**src/rtl/gpu_seq_pkg.sv**
```systemverilog
// Shared opcodes, FSM state encoding and the default-width draw command layout
// for the draw sequencer.
package gpu_seq_pkg;

    localparam int unsigned DEF_WIDTH_BITS   = 10;
    localparam int unsigned DEF_HEIGHT_BITS  = 9;
    localparam int unsigned DEF_CHANNEL_BITS = 8;
    localparam int unsigned DEF_FIFO_DEPTH   = 4;

    localparam logic [3:0] OP_RESET     = 4'b0000;
    localparam logic [3:0] OP_SET_XY1   = 4'b0001;
    localparam logic [3:0] OP_SET_XY2   = 4'b0010;
    localparam logic [3:0] OP_SET_RAD   = 4'b0011;
    localparam logic [3:0] OP_DRAW_LINE = 4'b0100;
    localparam logic [3:0] OP_DRAW_RECT = 4'b0101;

    typedef enum logic [1:0] {
        ST_IDLE   = 2'd0,
        ST_LAUNCH = 2'd1,
        ST_WAIT   = 2'd2
    } state_e;

    // 73 bits with the default field widths
    typedef struct packed {
        logic                        op;
        logic [DEF_WIDTH_BITS-1:0]   x1;
        logic [DEF_HEIGHT_BITS-1:0]  y1;
        logic [DEF_WIDTH_BITS-1:0]   x2;
        logic [DEF_HEIGHT_BITS-1:0]  y2;
        logic [DEF_WIDTH_BITS-1:0]   rad;
        logic [DEF_CHANNEL_BITS-1:0] r;
        logic [DEF_CHANNEL_BITS-1:0] g;
        logic [DEF_CHANNEL_BITS-1:0] b;
    } draw_cmd_t;

    function automatic logic is_draw_op(input logic [3:0] op);
        return (op == OP_DRAW_LINE) || (op == OP_DRAW_RECT);
    endfunction

endpackage

```
**src/rtl/gpu_cmd_fifo.sv**
```systemverilog
// Synchronous command FIFO with flush; a push while full is accepted only
// when a pop happens in the same cycle.
module gpu_cmd_fifo #(
    parameter int unsigned DATA_W = 73,
    parameter int unsigned DEPTH  = 4
) (
    input  logic                         clk_i,
    input  logic                         rst_i,
    input  logic                         flush_i,
    input  logic                         push_i,
    input  logic                         pop_i,
    input  logic [DATA_W-1:0]            wdata_i,
    output logic [DATA_W-1:0]            rdata_o,
    output logic                         full_o,
    output logic                         empty_o,
    output logic [$clog2(DEPTH):0]       count_o
);

    localparam int unsigned PTR_W = $clog2(DEPTH);
    localparam int unsigned CNT_W = PTR_W + 1;

    logic [DATA_W-1:0] mem_q [DEPTH];
    logic [PTR_W-1:0]  wr_ptr_q, wr_ptr_d;
    logic [PTR_W-1:0]  rd_ptr_q, rd_ptr_d;
    logic [CNT_W-1:0]  count_q, count_d;
    logic              do_push;
    logic              do_pop;

    assign empty_o = (count_q == '0);
    assign full_o  = (count_q == CNT_W'(DEPTH));
    assign count_o = count_q;
    assign rdata_o = mem_q[rd_ptr_q];

    assign do_pop  = pop_i && !empty_o && !flush_i;
    assign do_push = push_i && (!full_o || do_pop) && !flush_i;

    always_comb begin
        wr_ptr_d = wr_ptr_q;
        rd_ptr_d = rd_ptr_q;
        count_d  = count_q;
        if (flush_i) begin
            wr_ptr_d = '0;
            rd_ptr_d = '0;
            count_d  = '0;
        end else begin
            if (do_push) wr_ptr_d = wr_ptr_q + PTR_W'(1);
            if (do_pop)  rd_ptr_d = rd_ptr_q + PTR_W'(1);
            count_d = count_q + CNT_W'(do_push) - CNT_W'(do_pop);
        end
    end

    always_ff @(posedge clk_i or posedge rst_i) begin
        if (rst_i) begin
            wr_ptr_q <= '0;
            rd_ptr_q <= '0;
            count_q  <= '0;
        end else begin
            wr_ptr_q <= wr_ptr_d;
            rd_ptr_q <= rd_ptr_d;
            count_q  <= count_d;
        end
    end

    always_ff @(posedge clk_i) begin
        if (do_push) mem_q[wr_ptr_q] <= wdata_i;
    end

endmodule

```
**src/rtl/gpu_draw_sequencer.sv**
```systemverilog
// Shadows draw parameters from the decoder, queues complete draw commands and
// hands them one at a time to the draw engine.
module gpu_draw_sequencer
    import gpu_seq_pkg::*;
#(
    parameter int unsigned WIDTH_BITS   = DEF_WIDTH_BITS,
    parameter int unsigned HEIGHT_BITS  = DEF_HEIGHT_BITS,
    parameter int unsigned CHANNEL_BITS = DEF_CHANNEL_BITS,
    parameter int unsigned FIFO_DEPTH   = DEF_FIFO_DEPTH
) (
    input  logic                          clk_i,
    input  logic                          rst_i,
    input  logic                          command_i,
    input  logic [3:0]                    opcode_i,
    input  logic                          write_enable_i,
    input  logic                          push_instr_i,
    input  logic [WIDTH_BITS-1:0]         x1_i,
    input  logic [WIDTH_BITS-1:0]         x2_i,
    input  logic [HEIGHT_BITS-1:0]        y1_i,
    input  logic [HEIGHT_BITS-1:0]        y2_i,
    input  logic [WIDTH_BITS-1:0]         rad_i,
    input  logic [CHANNEL_BITS-1:0]       r_i,
    input  logic [CHANNEL_BITS-1:0]       g_i,
    input  logic [CHANNEL_BITS-1:0]       b_i,
    output logic                          draw_valid_o,
    input  logic                          draw_ready_i,
    output logic                          draw_op_o,
    output logic [WIDTH_BITS-1:0]         draw_x1_o,
    output logic [WIDTH_BITS-1:0]         draw_x2_o,
    output logic [HEIGHT_BITS-1:0]        draw_y1_o,
    output logic [HEIGHT_BITS-1:0]        draw_y2_o,
    output logic [WIDTH_BITS-1:0]         draw_rad_o,
    output logic [CHANNEL_BITS-1:0]       draw_r_o,
    output logic [CHANNEL_BITS-1:0]       draw_g_o,
    output logic [CHANNEL_BITS-1:0]       draw_b_o,
    input  logic                          engine_done_i,
    output logic                          engine_abort_o,
    output logic [$clog2(FIFO_DEPTH):0]   fifo_count_o,
    output logic                          overflow_o,
    output logic                          idle_o
);

    typedef struct packed {
        logic                    op;
        logic [WIDTH_BITS-1:0]   x1;
        logic [HEIGHT_BITS-1:0]  y1;
        logic [WIDTH_BITS-1:0]   x2;
        logic [HEIGHT_BITS-1:0]  y2;
        logic [WIDTH_BITS-1:0]   rad;
        logic [CHANNEL_BITS-1:0] r;
        logic [CHANNEL_BITS-1:0] g;
        logic [CHANNEL_BITS-1:0] b;
    } cmd_t;

    localparam int unsigned CMD_W = $bits(cmd_t);

    state_e                  state_q, state_d;
    logic [WIDTH_BITS-1:0]   x1_q, x1_d, x2_q, x2_d, rad_q, rad_d;
    logic [HEIGHT_BITS-1:0]  y1_q, y1_d, y2_q, y2_d;
    logic                    overflow_q, overflow_d;
    logic                    abort_q, abort_d;

    logic                    soft_clear;
    logic                    capture;
    logic                    push_req;
    logic                    pop_req;
    logic                    fifo_full;
    logic                    fifo_empty;
    logic [CMD_W-1:0]        fifo_rdata;
    cmd_t                    wcmd;
    cmd_t                    head;

    assign soft_clear = command_i && (opcode_i == OP_RESET);
    assign capture    = command_i && write_enable_i;
    assign push_req   = command_i && push_instr_i && is_draw_op(opcode_i);
    // A ready arriving together with a soft clear must not consume an entry.
    assign pop_req    = (state_q == ST_LAUNCH) && draw_ready_i && !soft_clear;

    always_comb begin
        wcmd     = '0;
        wcmd.op  = opcode_i[0];
        wcmd.x1  = x1_q;
        wcmd.y1  = y1_q;
        wcmd.x2  = x2_q;
        wcmd.y2  = y2_q;
        wcmd.rad = rad_q;
        wcmd.r   = r_i;
        wcmd.g   = g_i;
        wcmd.b   = b_i;
    end

    gpu_cmd_fifo #(
        .DATA_W (CMD_W),
        .DEPTH  (FIFO_DEPTH)
    ) u_fifo (
        .clk_i   (clk_i),
        .rst_i   (rst_i),
        .flush_i (soft_clear),
        .push_i  (push_req),
        .pop_i   (pop_req),
        .wdata_i (wcmd),
        .rdata_o (fifo_rdata),
        .full_o  (fifo_full),
        .empty_o (fifo_empty),
        .count_o (fifo_count_o)
    );

    always_comb begin
        x1_d       = x1_q;
        y1_d       = y1_q;
        x2_d       = x2_q;
        y2_d       = y2_q;
        rad_d      = rad_q;
        overflow_d = overflow_q;
        state_d    = state_q;
        abort_d    = soft_clear && (state_q != ST_IDLE);

        if (soft_clear) begin
            x1_d       = '0;
            y1_d       = '0;
            x2_d       = '0;
            y2_d       = '0;
            rad_d      = '0;
            overflow_d = 1'b0;
            state_d    = ST_IDLE;
        end else begin
            if (capture) begin
                case (opcode_i)
                    OP_SET_XY1: begin x1_d = x1_i; y1_d = y1_i; end
                    OP_SET_XY2: begin x2_d = x2_i; y2_d = y2_i; end
                    OP_SET_RAD: rad_d = rad_i;
                    default: ;
                endcase
            end
            if (push_req && fifo_full && !pop_req) overflow_d = 1'b1;

            case (state_q)
                ST_IDLE:   if (!fifo_empty) state_d = ST_LAUNCH;
                ST_LAUNCH: if (draw_ready_i) state_d = ST_WAIT;
                ST_WAIT:   if (engine_done_i) state_d = ST_IDLE;
                default:   state_d = ST_IDLE;
            endcase
        end
    end

    always_ff @(posedge clk_i or posedge rst_i) begin
        if (rst_i) begin
            state_q    <= ST_IDLE;
            x1_q       <= '0;
            y1_q       <= '0;
            x2_q       <= '0;
            y2_q       <= '0;
            rad_q      <= '0;
            overflow_q <= 1'b0;
            abort_q    <= 1'b0;
        end else begin
            state_q    <= state_d;
            x1_q       <= x1_d;
            y1_q       <= y1_d;
            x2_q       <= x2_d;
            y2_q       <= y2_d;
            rad_q      <= rad_d;
            overflow_q <= overflow_d;
            abort_q    <= abort_d;
        end
    end

    assign head           = fifo_empty ? cmd_t'('0) : cmd_t'(fifo_rdata);
    assign draw_valid_o   = (state_q == ST_LAUNCH);
    assign draw_op_o      = head.op;
    assign draw_x1_o      = head.x1;
    assign draw_y1_o      = head.y1;
    assign draw_x2_o      = head.x2;
    assign draw_y2_o      = head.y2;
    assign draw_rad_o     = head.rad;
    assign draw_r_o       = head.r;
    assign draw_g_o       = head.g;
    assign draw_b_o       = head.b;
    assign engine_abort_o = abort_q;
    assign overflow_o     = overflow_q;
    assign idle_o         = (state_q == ST_IDLE) && fifo_empty;

endmodule
```
**config.mk**
```make
export PLATFORM = sky130hd
export DESIGN_NAME = gpu_draw_sequencer
export DESIGN_NICKNAME = d
export VERILOG_FILES = /design/src/rtl/gpu_seq_pkg.sv /design/src/rtl/gpu_cmd_fifo.sv /design/src/rtl/gpu_draw_sequencer.sv
export SDC_FILE = /design/constraint.sdc
export NUM_CORES = 1
export LEC_CHECK = 0
export ABC_CLOCK_PERIOD_IN_PS = 3900
export CAP_MARGIN = 20
export CORE_ASPECT_RATIO = 1.2
export CORE_UTILIZATION = 56
export DETAILED_ROUTE_END_ITERATION = 12
export PLACE_DENSITY = 0.91
export SLEW_MARGIN = 20
export SYNTH_ARGS = -nofsm -noshare
export SYNTH_HDL_FRONTEND = slang
export SYNTH_HIERARCHICAL = 1
export SYNTH_SLANG_ARGS = --single-unit
```
**constraint.sdc**
```tcl
create_clock -name clk_i -period 3.9 [get_ports clk_i]
set_input_delay 0.78 -clock clk_i [delete_from_list [all_inputs] [get_ports clk_i]]
set_output_delay 0.78 -clock clk_i [all_outputs]
set_load 0.005 [all_outputs]
```
After elaboration in Yosys (flattened, before gate mapping)
Memories as Yosys holds them, arrays and structs flattened. Index checks and enable logic that the tools add are counted.

Bits in registers: 59. Bits of input ports: 83. Logic and storage cells: 92. Output and inout bits: 80. RAM bits: 292. Memories: 1.

Add/subtract/negate cells: 4. Reduce and logical (&&, ||, !) cells: 35. Equal/unequal tests: 11. Multiplexer cells: 30.

Memories: u_fifo.mem_q (words 4, bits a word 73, rd ports 1, clocked after memory_dff 0, write ports 1, line gpu_cmd_fifo.sv:22) `logic [DATA_W-1:0] mem_q [DEPTH];`.

Operator list (count): 10-bit 2-to-1 mux (9); 73-bit 2-to-1 mux (1); 9-bit 2-to-1 mux (6); 2-bit 2-to-1 mux (8); 2-bit nonzero test (8); 1-bit logical AND (14); 4-bit by 2-bit == test with 1-bit output, second input constant (2); 4-bit by 3-bit == test with 1-bit output, second input constant (2); 3-bit != test, second input constant (2); 2-bit one-hot mux with 3 select lines (1); 2-bit AND reduction (3); 2-bit by 1-bit adder with 2-bit output, second input constant (2); 4-bit by 1-bit == test with 1-bit output, second input constant (1); 1-bit logical NOT (4); 4-bit logical NOT (1); 1-bit 2-to-1 mux (4); 3-bit by 1-bit adder with 3-bit output (1); 3-bit == test, second input constant (1); 3-bit logical NOT (1); 3-bit 2-to-1 mux (1); 3-bit by 1-bit != test with 1-bit output, second input constant (1); 3-bit AND reduction (1); 3-bit by 1-bit subtractor with 3-bit output (1); 2-bit by 1-bit == test with 1-bit output, second input constant (1); other kinds (3) (4).

Depth between registers and ports, before layout
Gate-level depths: netlist of run 1.

Depth in word-level cells: 12. Mapped depth: 13.

By module
The synthesis of run 1 kept the hierarchy.

By module, submodules not included: gpu_cmd_fifo (area each 11031.8 um^2, cells an instance 429, times used 1); gpu_draw_sequencer (area each 2648.8 um^2, cells an instance 255, times used 1).

Least setup slack after synthesis of run 1
OpenSTA, ideal clock, no wires.

Path kind: in2reg. From: input opcode_i[1]. To: memory u_fifo.mem_q[0][0] (enable). Arrival: 3.322 ns. Stages on the path: 6. Buffers on the path: 0. Path slack: 0.139 ns. Library setup time: 0.439 ns. Cell sequence: nand2b_4 nor4_1 nor2_1 nor4b_4 nor3b_2 and2_1.

Cells in the longest elaborated chain, start to end: 11. Elaborated cells between the ends (all ways): 15. Classes of those cells: eq/ne (2); mux (2); reduce/logical (11).

RTL lines: start, declared (line gpu_draw_sequencer.sv:14) `input logic [3:0] opcode_i,`; 4-bit logical NOT (line gpu_draw_sequencer.sv:73) `assign soft_clear = command_i && (opcode_i == OP_RESET);`; 1-bit logical AND (line gpu_draw_sequencer.sv:73); via soft_clear (line gpu_draw_sequencer.sv:63) `logic soft_clear;`; 1-bit logical NOT (line gpu_draw_sequencer.sv:77) `assign pop_req = (state_q == ST_LAUNCH) && draw_ready_i && !soft_clear;`; 1-bit logical AND (line gpu_draw_sequencer.sv:77); via pop_req (line gpu_draw_sequencer.sv:66) `logic pop_req;`; 1-bit logical AND (2 in a row) (line gpu_cmd_fifo.sv:34) `assign do_pop = pop_i && !empty_o && !flush_i;`; 1-bit logical OR (line gpu_cmd_fifo.sv:35) `assign do_push = push_i && (!full_o || do_pop) && !flush_i;`; 1-bit logical AND (2 in a row) (line gpu_cmd_fifo.sv:35); 1-bit 2-to-1 mux (line gpu_cmd_fifo.sv:65) `if (do_push) mem_q[wr_ptr_q] <= wdata_i;`; 1-bit 2-to-1 mux (not written as such) (line gpu_cmd_fifo.sv:65); end, declared (line gpu_cmd_fifo.sv:22).

The timed path passes the listed nets, and every way through them passes these cells.

Final worst setup path of run 1
From: register u_fifo.rd_ptr_q[0]. To: output draw_y2_o[6].

Cells in the longest elaborated chain, start to end: 2.

RTL lines: start, declared (line gpu_cmd_fifo.sv:24) `logic [PTR_W-1:0] rd_ptr_q, rd_ptr_d;`; start signal, assigned (line gpu_cmd_fifo.sv:59) `rd_ptr_q <= rd_ptr_d;`; memory read 4 x 73 bit; via fifo_rdata[40] (line gpu_draw_sequencer.sv:69) `logic [CMD_W-1:0] fifo_rdata;`; 73-bit 2-to-1 mux (line gpu_draw_sequencer.sv:168) `assign head = fifo_empty ? cmd_t'('0) : cmd_t'(fifo_rdata);`; end, declared (line gpu_draw_sequencer.sv:31) `output logic [HEIGHT_BITS-1:0] draw_y2_o,`.

The timed path passes the listed nets, and every way through them passes these cells.

==> impl_metrics.py, run 1 <==
metrics = {
    "critical_path": {
        "critPathLaunch": "u_fifo/rd_ptr_q[0]",
        "required_ns": 3.12,
        "critPathMaxFanout": 24,
        "critical_path_arrival_ns": 2.80,
        "crit_type": "reg2out",
        "start_kind": "flip-flop",
        "reg2reg_from": "state_q[1]",
        "end_kind": "primary output",
        "r2r_slack_ns": 1.37,
    },
    "routing": {
        "totalWireLength_um": 26300,
        "routed-via-count": 6827,
        "ant_nets": 0,
        "dr.pass1.iters": 5,
        "dr_wl_met2_um": 13300,
        "drtIter0Drc": 525,
        "wire_per_inst_um": 21.7,
        "drt-met1-wl_um": 11100,
        "highest_layer": "met5",
        "routed-wl-met3_um": 1350,
        "drc_errors": 0,
        "vias_per_cell": 5.62,
    },
    "synthesis": {
        "synth_commonest_cells": "292 x edfxtp_1, 79 x nor2b_1, 73 x mux4_2",
        "synth-edff-count": 292,
        "synth_ff_type": "edfxtp_1",
        "postSynth.asyncResetShare_pct": 16.8,
        "netlist_instances": 684,
        "synthTopCellsByArea": "edfxtp_1 64%, mux4_2 12%, dfrtp_1 11%, nor2b_1 3.6%, a22o_1 1.9%",
        "yosysTopAreaCell": "edfxtp_1",
        "yosysSeqAreaShare_pct": 74.9,
        "synth.most_common_cell": "edfxtp_1",
        "syn_area_um2": 13700,
        "ys.warnings.count": 6,
        "synth.top_cell.area_share_pct": 64.1,
        "avgSynthCellArea_um2": 20.0,
        "ys_ff_latch": 351,
        "synth_cell_types": 44,
        "synth_nets": 774,
    },
    "placement": {
        "placed_area_um2": 15800,
        "gp_congestion": 0.803,
        "portBuffers": 162,
        "dp_hpwl_um": 16300,
    },
    "cts": {
        "htree_levels": 1,
        "numClockSinks": 351,
        "cts.hold.buffers_added": 0,
        "ctsResizeCount": 0,
        "clk_pin_slew_ns": 0.06,
        "clockRootBuffer": "clkbuf_16",
        "post_cts_buffers": 0,
        "clock_latency_ns": 0.54,
        "numCtsBuffers": 31,
        "cts_tree": "yes",
        "clock_path_buffers": 3,
    },
    "sta": {
        "finalCriticalPeriod_ns": 3.58,
        "rsz0062_at_grt": "false",
        "worstMarginPinSlew_ns": 0.639,
        "maxSlewHeadroom_pct": 57.4,
        "slew_viol_final": 0,
        "final-hold-violation-count": 0,
        "setup_violations": 0,
        "timing.setup.tns_ns": 0,
        "period_share_pct": 91.9,
        "clock_skew_ns": 0.00746,
        "max_freq_ghz": 0.279,
    },
    "power": {
        "power.leakage_nw": 5.85,
        "p_per_area_nw_per_um2": 645,
        "vdd_drop_max_mv": 0.447,
    },
    "outcome": {
        "status": "completed",
    },
    "floorplanning": {
        "io_pins": 163,
        "rows": 62,
        "core-area_um2": 24000,
        "start_util_pct": 57.1,
        "die_h_um": 173,
        "die_x_um": 145,
        "die_area_um2": 25100,
    },
    "cells_and_area": {
        "num_antenna_cells": 0,
        "final_area_um2": 16900,
        "nets": 961,
        "nFillCells": 1423,
        "area_growth_pct": 23.3,
        "drive_gt1_share_pct": 18.2,
    },
    "global_routing": {
        "antenna_found_initial": 1,
        "grt_pass1_wl_um": 40400,
        "gr-total-overflow": 0,
        "grt_pass1_vias": 7248,
        "grt_max_degree": 71,
        "track_usage_pct": 21.9,
    },
    "flow_run": {
        "cap_violations": 0,
    },
    "hold_path": {
        "hold_class": "in2async",
    },
}
[layout by cell type (no fill, tap or decap), drive strengths merged, types with 2 or more instances in the layout]
master,count
clkbuf,42
buf,25
clkinv,6
mux4,73
nor3,2
clkinvlp,2
nor2b,79
nand2b,3
xor2,3
nor3b,3
clkdlybuf4s50,162
mux2i,20
nor2,11
dfrtp,59
inv,28
a22o,29
ha,6
nand2,21
and2,5
bufinv,4
edfxtp,292
nor4,2
[flip-flops by register name, summed over array words and instances, names as in the netlist]
signal	count
y1_q	9
u_fifo/mem_q	292
u_fifo/rd_ptr_q	2
u_fifo/count_o	3
overflow_o	1
state_q	2
x1_q	10
rad_q	10
y2_q	9
x2_q	10
engine_abort_o	1
u_fifo/wr_ptr_q	2
[per-stage QoR]
step                      total power [mW]  instances  setup slack [ns]  hold WS [ns]  util [%]
after detailed placement              7.95       1158             0.417         0.505      66.1
after CTS                             11.0       1214             0.273         0.474      70.4
after floorplan                       6.35        684             0.139         0.476         -
final                                 10.9       1214             0.317         0.491      70.4
after global placement                7.87       1158             0.523         0.488      66.1
after global routing                  11.4       1214             0.185         0.482      70.4
[final timing paths]
path                                             to  cells after the start
worst max register to register    u_fifo/count_o[2]                     12
worst min-delay path                        x2_q[6]                      2
worst min register to register  u_fifo/mem_q[2][47]                      0
min in group clk_i              u_fifo/mem_q[2][47]                      0
worst max-delay path                   draw_y2_o[6]                      4
max in group asynchronous                  rad_q[9]                      3
[layout make-up]
class / instances / area (um2) / area share [%]
multi-input cells: 274 / 3140 / 18.6
well taps: 320 / 400 / 2.37
inverters: 26 / 97.6 / 0.579
repair buffers: 187 / 1950 / 11.5
clock inverters: 14 / 180 / 1.07
clock buffers: 42 / 847 / 5.02
flip-flops and latches: 351 / 10300 / 60.8
[worst max-delay path, cell delays in order, from the launching register on]
cell             delay [ns]
dfrtp_4                0.78
buf_4                  0.31
mux4_2                 0.50
nor2b_1                0.16
clkdlybuf4s50_1        0.49
[power breakdown]
part           total (mW)  switching, mW  internal, mW
combinational        3.18           1.19          1.98
sequential           4.67          0.336          4.34
clock                3.04           1.25          1.79
[cells by family (layout without fill, tap and decap cells)]
family / count (synthesis) / in the layout / share of synthesized area (%)
adder cells (fa/ha/maj): 7 / 7 / 0.695
AND/OR/NAND/NOR: 133 / 133 / 5.99
AO/OA/AOI/OAI: 36 / 36 / 2.25
buffers and inverters: 59 / 269 / 2.33
flip-flops: 351 / 351 / 74.9
multiplexers: 94 / 94 / 13.6
XOR/XNOR: 4 / 4 / 0.256
[layer usage]
layer,vias up,global-route usage (%)
li1,3042,-
met1,3502,30.9
met2,236,36.0
met3,45,2.87
met4,2,6.54
met5,-,0
No activity file was read; power rests on OpenSTA's default activity.
==> run 2: changes to the inputs <==
--- a/config.mk
+++ b/config.mk
@@ -8,9 +8,9 @@
 export ABC_CLOCK_PERIOD_IN_PS = 3900
 export CAP_MARGIN = 20
 export CORE_ASPECT_RATIO = 1.2
-export CORE_UTILIZATION = 56
+export CORE_UTILIZATION = 41
 export DETAILED_ROUTE_END_ITERATION = 12
-export PLACE_DENSITY = 0.91
+export PLACE_DENSITY = 0.73
 export SLEW_MARGIN = 20
 export SYNTH_ARGS = -nofsm -noshare
 export SYNTH_HDL_FRONTEND = slang
==> run 2 against run 1 <==
Against the previous run: final cell count grew 10%; largest cell class unchanged; worst hold slack gained 0.021 ns; clock-buffer cell count grew 5.
==> impl_metrics.py, run 2 (synthesized netlist as in run 1, its figures left out) <==
metrics = {
    "hold_path": {
        "hold_start": "x1_q[1]",
        "hold_class": "reg2reg",
        "whs_path_depth": 0,
        "whs_endpoint": "u_fifo/mem_q[1][63]",
    },
    "cts": {
        "htree_levels": 2,
        "numClockSinks": 351,
        "clockRootBuffer": "clkbuf_16",
        "cts.hold.buffers_added": 0,
        "post_cts_buffers": 0,
        "ctsResizeCount": 0,
        "clock_latency_ns": 0.50,
        "clk_pin_slew_ns": 0.06,
        "clock_path_buffers": 3,
        "numCtsBuffers": 35,
        "cts_tree": "yes",
    },
    "sta": {
        "timing.setup.tns_ns": 0,
        "maxSlewHeadroom_pct": 52.7,
        "max_freq_ghz": 0.286,
        "period_share_pct": 89.8,
        "hold_slack_ns": 0.512,
        "setup_violations": 0,
        "slew_viol_final": 0,
        "final-hold-violation-count": 0,
        "clock_skew_ns": 0.0168,
        "finalCriticalPeriod_ns": 3.50,
        "rsz0062_at_grt": "false",
        "worstMarginPinSlew_ns": 0.709,
    },
    "routing": {
        "wire_per_inst_um": 20.1,
        "vias_per_cell": 5.01,
        "drtIter0Drc": 510,
        "routed-via-count": 6707,
        "totalWireLength_um": 26900,
        "drc_errors": 0,
        "ant_nets": 0,
        "dr.pass1.iters": 4,
    },
    "critical_path": {
        "end_kind": "primary output",
        "reg2reg_from": "state_q[1]",
        "required_ns": 3.12,
        "worst_path_max_delay_cell": "dfrtp_4",
        "critPathTopFamily": "buffers and inverters",
        "r2r_slack_ns": 1.38,
        "critPathBufInv": 2,
        "crit_type": "reg2out",
        "critPathMaxFanout": 32,
        "start_kind": "flip-flop",
        "critical_path_arrival_ns": 2.72,
        "critical_path.cell_chain": "buf_12 -> mux4_2 -> nor2b_1 -> clkdlybuf4s50_1",
        "critPathMaxStageDelay_ns": 0.67,
        "worstReg2RegEnd": "u_fifo/count_o[2]",
        "r2r_cells": 12,
    },
    "cells_and_area": {
        "nets": 959,
        "drive_gt1_share_pct": 18.3,
        "final_cell_mix": "292 x edfxtp_1, 162 x clkdlybuf4s50_1, 79 x nor2b_1, 73 x mux4_2, 57 x dfrtp_1",
        "final_common_cell": "edfxtp_1",
        "nFillCells": 2553,
        "final_area_um2": 17100,
        "largest_register_ffs": 292,
        "regMostFlops": "u_fifo/mem_q",
        "fin_util_pct": 52.6,
        "area_growth_pct": 25.1,
    },
    "floorplanning": {
        "die_h_um": 202,
        "die_area_um2": 34100,
        "io_pins": 163,
        "die_x_um": 169,
        "start_util_pct": 42.1,
        "core-area_um2": 32500,
        "rows": 72,
    },
    "placement": {
        "dp_hpwl_um": 16300,
        "placed_area_um2": 15900,
        "gp_congestion": 0.717,
        "portBuffers": 162,
    },
    "global_routing": {
        "grt_max_degree": 76,
        "gr-total-overflow": 0,
        "antenna_found_initial": 0,
        "grt_pass1_vias": 7106,
        "track_usage_pct": 16.1,
        "grt_pass1_wl_um": 41200,
    },
    "outcome": {
        "status": "completed",
    },
    "flow_run": {
        "cap_violations": 0,
    },
    "power": {
        "vdd_drop_max_mv": 0.270,
        "power_mw": 11.2,
        "power.leakage_nw": 5.89,
        "p_per_area_nw_per_um2": 654,
    },
}
[run 2: cell types whose count changed in the layout (fill, tap and decap cells not counted), sizes merged]
cell / delta
buf: -6
inv: -1
clkinv: +1
clkbuf: +5
diode: +1
[run 2: cell type report]
| cell class | count | area, um2 | share of cell area [%] |
|---|---|---|---|
| clock buffers | 47 | 1000 | 5.86 |
| multi-input cells | 274 | 3140 | 18.4 |
| flip-flops and latches | 351 | 10300 | 59.9 |
| well taps | 444 | 556 | 3.25 |
| repair buffers | 181 | 1880 | 11.0 |
| clock inverters | 14 | 179 | 1.05 |
| inverters | 26 | 97.6 | 0.570 |
| diodes | 1 | 2.50 | 0.0146 |
[run 2: worst max path at each step]
stage / start / end / cells after the start
after global routing: u_fifo/rd_ptr_q[0] / draw_x1_o[6] / 4
after global placement: opcode_i[2] / u_fifo/count_o[2] / 13
after floorplan: opcode_i[1] / u_fifo/mem_q[0][0] / 6
after detailed placement: opcode_i[2] / u_fifo/count_o[2] / 13
after CTS: u_fifo/rd_ptr_q[0] / draw_x1_o[6] / 4
final: u_fifo/rd_ptr_q[0] / draw_x2_o[4] / 4
[run 2: power by group]
group	switching, mW	leakage, nW	internal [mW]
clock network	1.32	0.574	2.07
registers	0.315	3.40	4.34
logic	1.18	1.92	1.96
total	2.82	5.89	8.37
[run 2: metrics by stage]
step                worst slack (ns)  cells
finish                         0.398   1338
global route                   0.233   1337
CTS                            0.332   1337
detailed placement             0.435   1276
global placement               0.482   1276
floorplan                      0.139    684
[run 2: routing by layer]
layer  routed length (um)  vias to the layer above  GRT usage [%]
met3                 1630                       35           3.70
met4                  471                        0           4.29
met5                    0                        -              0
met2                13400                      177           26.9
met1                11400                     3456           21.3
li1                     -                     3039              -
==> run 3: changes to the inputs <==
--- a/config.mk
+++ b/config.mk
@@ -10,7 +10,8 @@
 export CORE_ASPECT_RATIO = 1.2
 export CORE_UTILIZATION = 41
 export DETAILED_ROUTE_END_ITERATION = 12
-export PLACE_DENSITY = 0.73
+export HOLD_SLACK_MARGIN = 0.12
+export PLACE_DENSITY_LB_ADDON = 0.05
 export SLEW_MARGIN = 20
 export SYNTH_ARGS = -nofsm -noshare
 export SYNTH_HDL_FRONTEND = slang
==> run 3 against run 2 <==
Against the previous run: worst setup slack worse by 0.17 ns; clock skew shrank 0.010 ns; global-route usage increased by 1.5 points; clock power up 4%; sequential cell count did not move; final cell count increased by 1.3%; sequential share of layout area down 0.54 points; die area did not move; register-to-register slack got worse by 0.05 ns; first-iteration DRC count shrank 23%; combinational power about the same; critical endpoint is now draw_r_o[1]; largest cell class unchanged; highest routed layer unchanged.
==> impl_metrics.py, run 3 (synthesized netlist as in run 1, its figures left out) <==
metrics = {
    "sta": {
        "worstMarginPinSlew_ns": 0.571,
        "rsz0062_at_grt": "false",
        "period_share_pct": 94.3,
        "finalCriticalPeriod_ns": 3.68,
        "clock_skew_ns": 0.00662,
        "max_freq_ghz": 0.272,
        "timing.setup.tns_ns": 0,
        "hold_slack_ns": 0.519,
        "setup_slack_ns": 0.224,
        "slew_viol_final": 0,
        "final-hold-violation-count": 0,
        "setup_violations": 0,
        "maxSlewHeadroom_pct": 61.9,
    },
    "hold_path": {
        "hold_class": "reg2reg",
        "hold_start": "x2_q[2]",
        "whs_endpoint": "u_fifo/mem_q[1][45]",
        "whs_path_depth": 0,
    },
    "floorplanning": {
        "rows": 72,
        "start_util_pct": 42.1,
        "core-area_um2": 32500,
        "die_h_um": 202,
        "die_x_um": 169,
        "io_pins": 163,
        "die_area_um2": 34100,
    },
    "global_routing": {
        "grt_max_degree": 46,
        "antenna_found_initial": 0,
        "grt_pass1_wl_um": 44800,
        "grt_pass1_vias": 7596,
        "gr-total-overflow": 0,
        "track_usage_pct": 17.6,
    },
    "power": {
        "vdd_drop_max_mv": 0.387,
        "p_per_area_nw_per_um2": 659,
        "power.leakage_nw": 5.98,
    },
    "cts": {
        "cts.hold.buffers_added": 0,
        "numCtsBuffers": 38,
        "post_cts_buffers": 0,
        "numClockSinks": 351,
        "clk_pin_slew_ns": 0.06,
        "clock_latency_ns": 0.51,
        "clock_path_buffers": 3,
        "clockRootBuffer": "clkbuf_16",
        "htree_levels": 2,
        "ctsResizeCount": 0,
        "cts_tree": "yes",
    },
    "critical_path": {
        "critPathMaxStageDelay_ns": 0.79,
        "reg2reg_from": "state_q[1]",
        "start_kind": "flip-flop",
        "worstReg2RegEnd": "u_fifo/count_o[2]",
        "critical_path_arrival_ns": 2.90,
        "end_kind": "primary output",
        "critPathTopFamily": "buffers and inverters",
        "worst_path_max_delay_cell": "dfrtp_4",
        "crit_type": "reg2out",
        "critPathBufInv": 2,
        "r2r_cells": 12,
        "r2r_slack_ns": 1.33,
        "critPathMaxFanout": 26,
        "required_ns": 3.12,
        "critical_path.cell_chain": "buf_4 -> mux4_2 -> nor2b_1 -> clkdlybuf4s50_1",
    },
    "routing": {
        "dr.pass1.iters": 4,
        "ant_nets": 0,
        "drtIter0Drc": 393,
        "routed-via-count": 6883,
        "drc_errors": 0,
        "totalWireLength_um": 29000,
        "wire_per_inst_um": 21.4,
        "vias_per_cell": 5.08,
    },
    "cells_and_area": {
        "nets": 973,
        "fin_util_pct": 53.1,
        "regMostFlops": "u_fifo/mem_q",
        "area_growth_pct": 26.2,
        "largest_register_ffs": 292,
        "drive_gt1_share_pct": 19.3,
        "final_common_cell": "edfxtp_1",
        "final_cell_mix": "292 x edfxtp_1, 162 x clkdlybuf4s50_1, 79 x nor2b_1, 73 x mux4_2, 57 x dfrtp_1",
    },
    "placement": {
        "portBuffers": 162,
        "gp_congestion": 0.721,
        "dp_hpwl_um": 18100,
        "dp_slack_ns": 0.260,
    },
    "outcome": {
        "status": "completed",
    },
    "flow_run": {
        "cap_violations": 0,
    },
}
==> run 3: cell types whose count changed in the layout (fill, tap and decap cells not counted), sizes merged <==
cell      delta
clkinvlp     -1
inv          +1
buf         +11
clkinv       +4
clkbuf       +3
==> run 3: worst max-delay path by stage <==
stage                  startpoint                 end  depth (start not counted)
2_1_floorplan         opcode_i[1]  u_fifo/mem_q[0][0]                          6
3_3_place_gp          opcode_i[3]   u_fifo/count_o[2]                         13
3_5_place_dp          opcode_i[3]   u_fifo/count_o[2]                         13
4_1_cts        u_fifo/rd_ptr_q[0]         draw_g_o[6]                          4
5_1_grt        u_fifo/rd_ptr_q[0]         draw_g_o[5]                          4
6_report       u_fifo/rd_ptr_q[0]         draw_r_o[1]                          4
==> run 3: cell type report <==
class                   instances  area, um2
repair buffers                192       1980
multi-input cells             274       3140
clock inverters                18        194
diodes                          1       2.50
inverters                      26       97.6
clock buffers                  50       1040
fillers                      2600      15300
well taps                     444        556
flip-flops and latches        351      10300
==> run 3: through the flow <==
stage / instance area, um2 / power (mW) / std cells
floorplan: 13700 / 6.35 / 684
global placement: 16000 / 7.98 / 1287
detailed placement: 16000 / 8.01 / 1287
CTS: 17300 / 11.6 / 1355
global route: 17300 / 11.9 / 1355
finish: 17300 / 11.4 / 1356
==> run 3: worst reg2reg max path, delay by kind of cell (launching register included) <==
kind / cells / cell delay (ns)
and+or+nand+nor: 5 / 0.87
adders and majority gates: 3 / 0.81
DFF: 1 / 0.43
buffers and inverters: 3 / 0.18
xor gates and xnor gates: 1 / 0.17
==> run 3: layer usage <==
| layer | vias up | GRT usage (%) | wire length (um) |
|---|---|---|---|
| met5 | - | 0 | 0 |
| met4 | 0 | 4.42 | 440 |
| met3 | 34 | 2.98 | 1240 |
| met2 | 161 | 31.6 | 15300 |
| met1 | 3617 | 22.0 | 12000 |
| li1 | 3071 | - | - |
==> run 3: power breakdown <==
part           switching [mW]  internal [mW]  leakage [nW]  total [mW]
Clock                    1.39           2.14         0.603        3.53
Combinational            1.20           1.97          1.98        3.17
Sequential              0.337           4.34          3.40        4.67
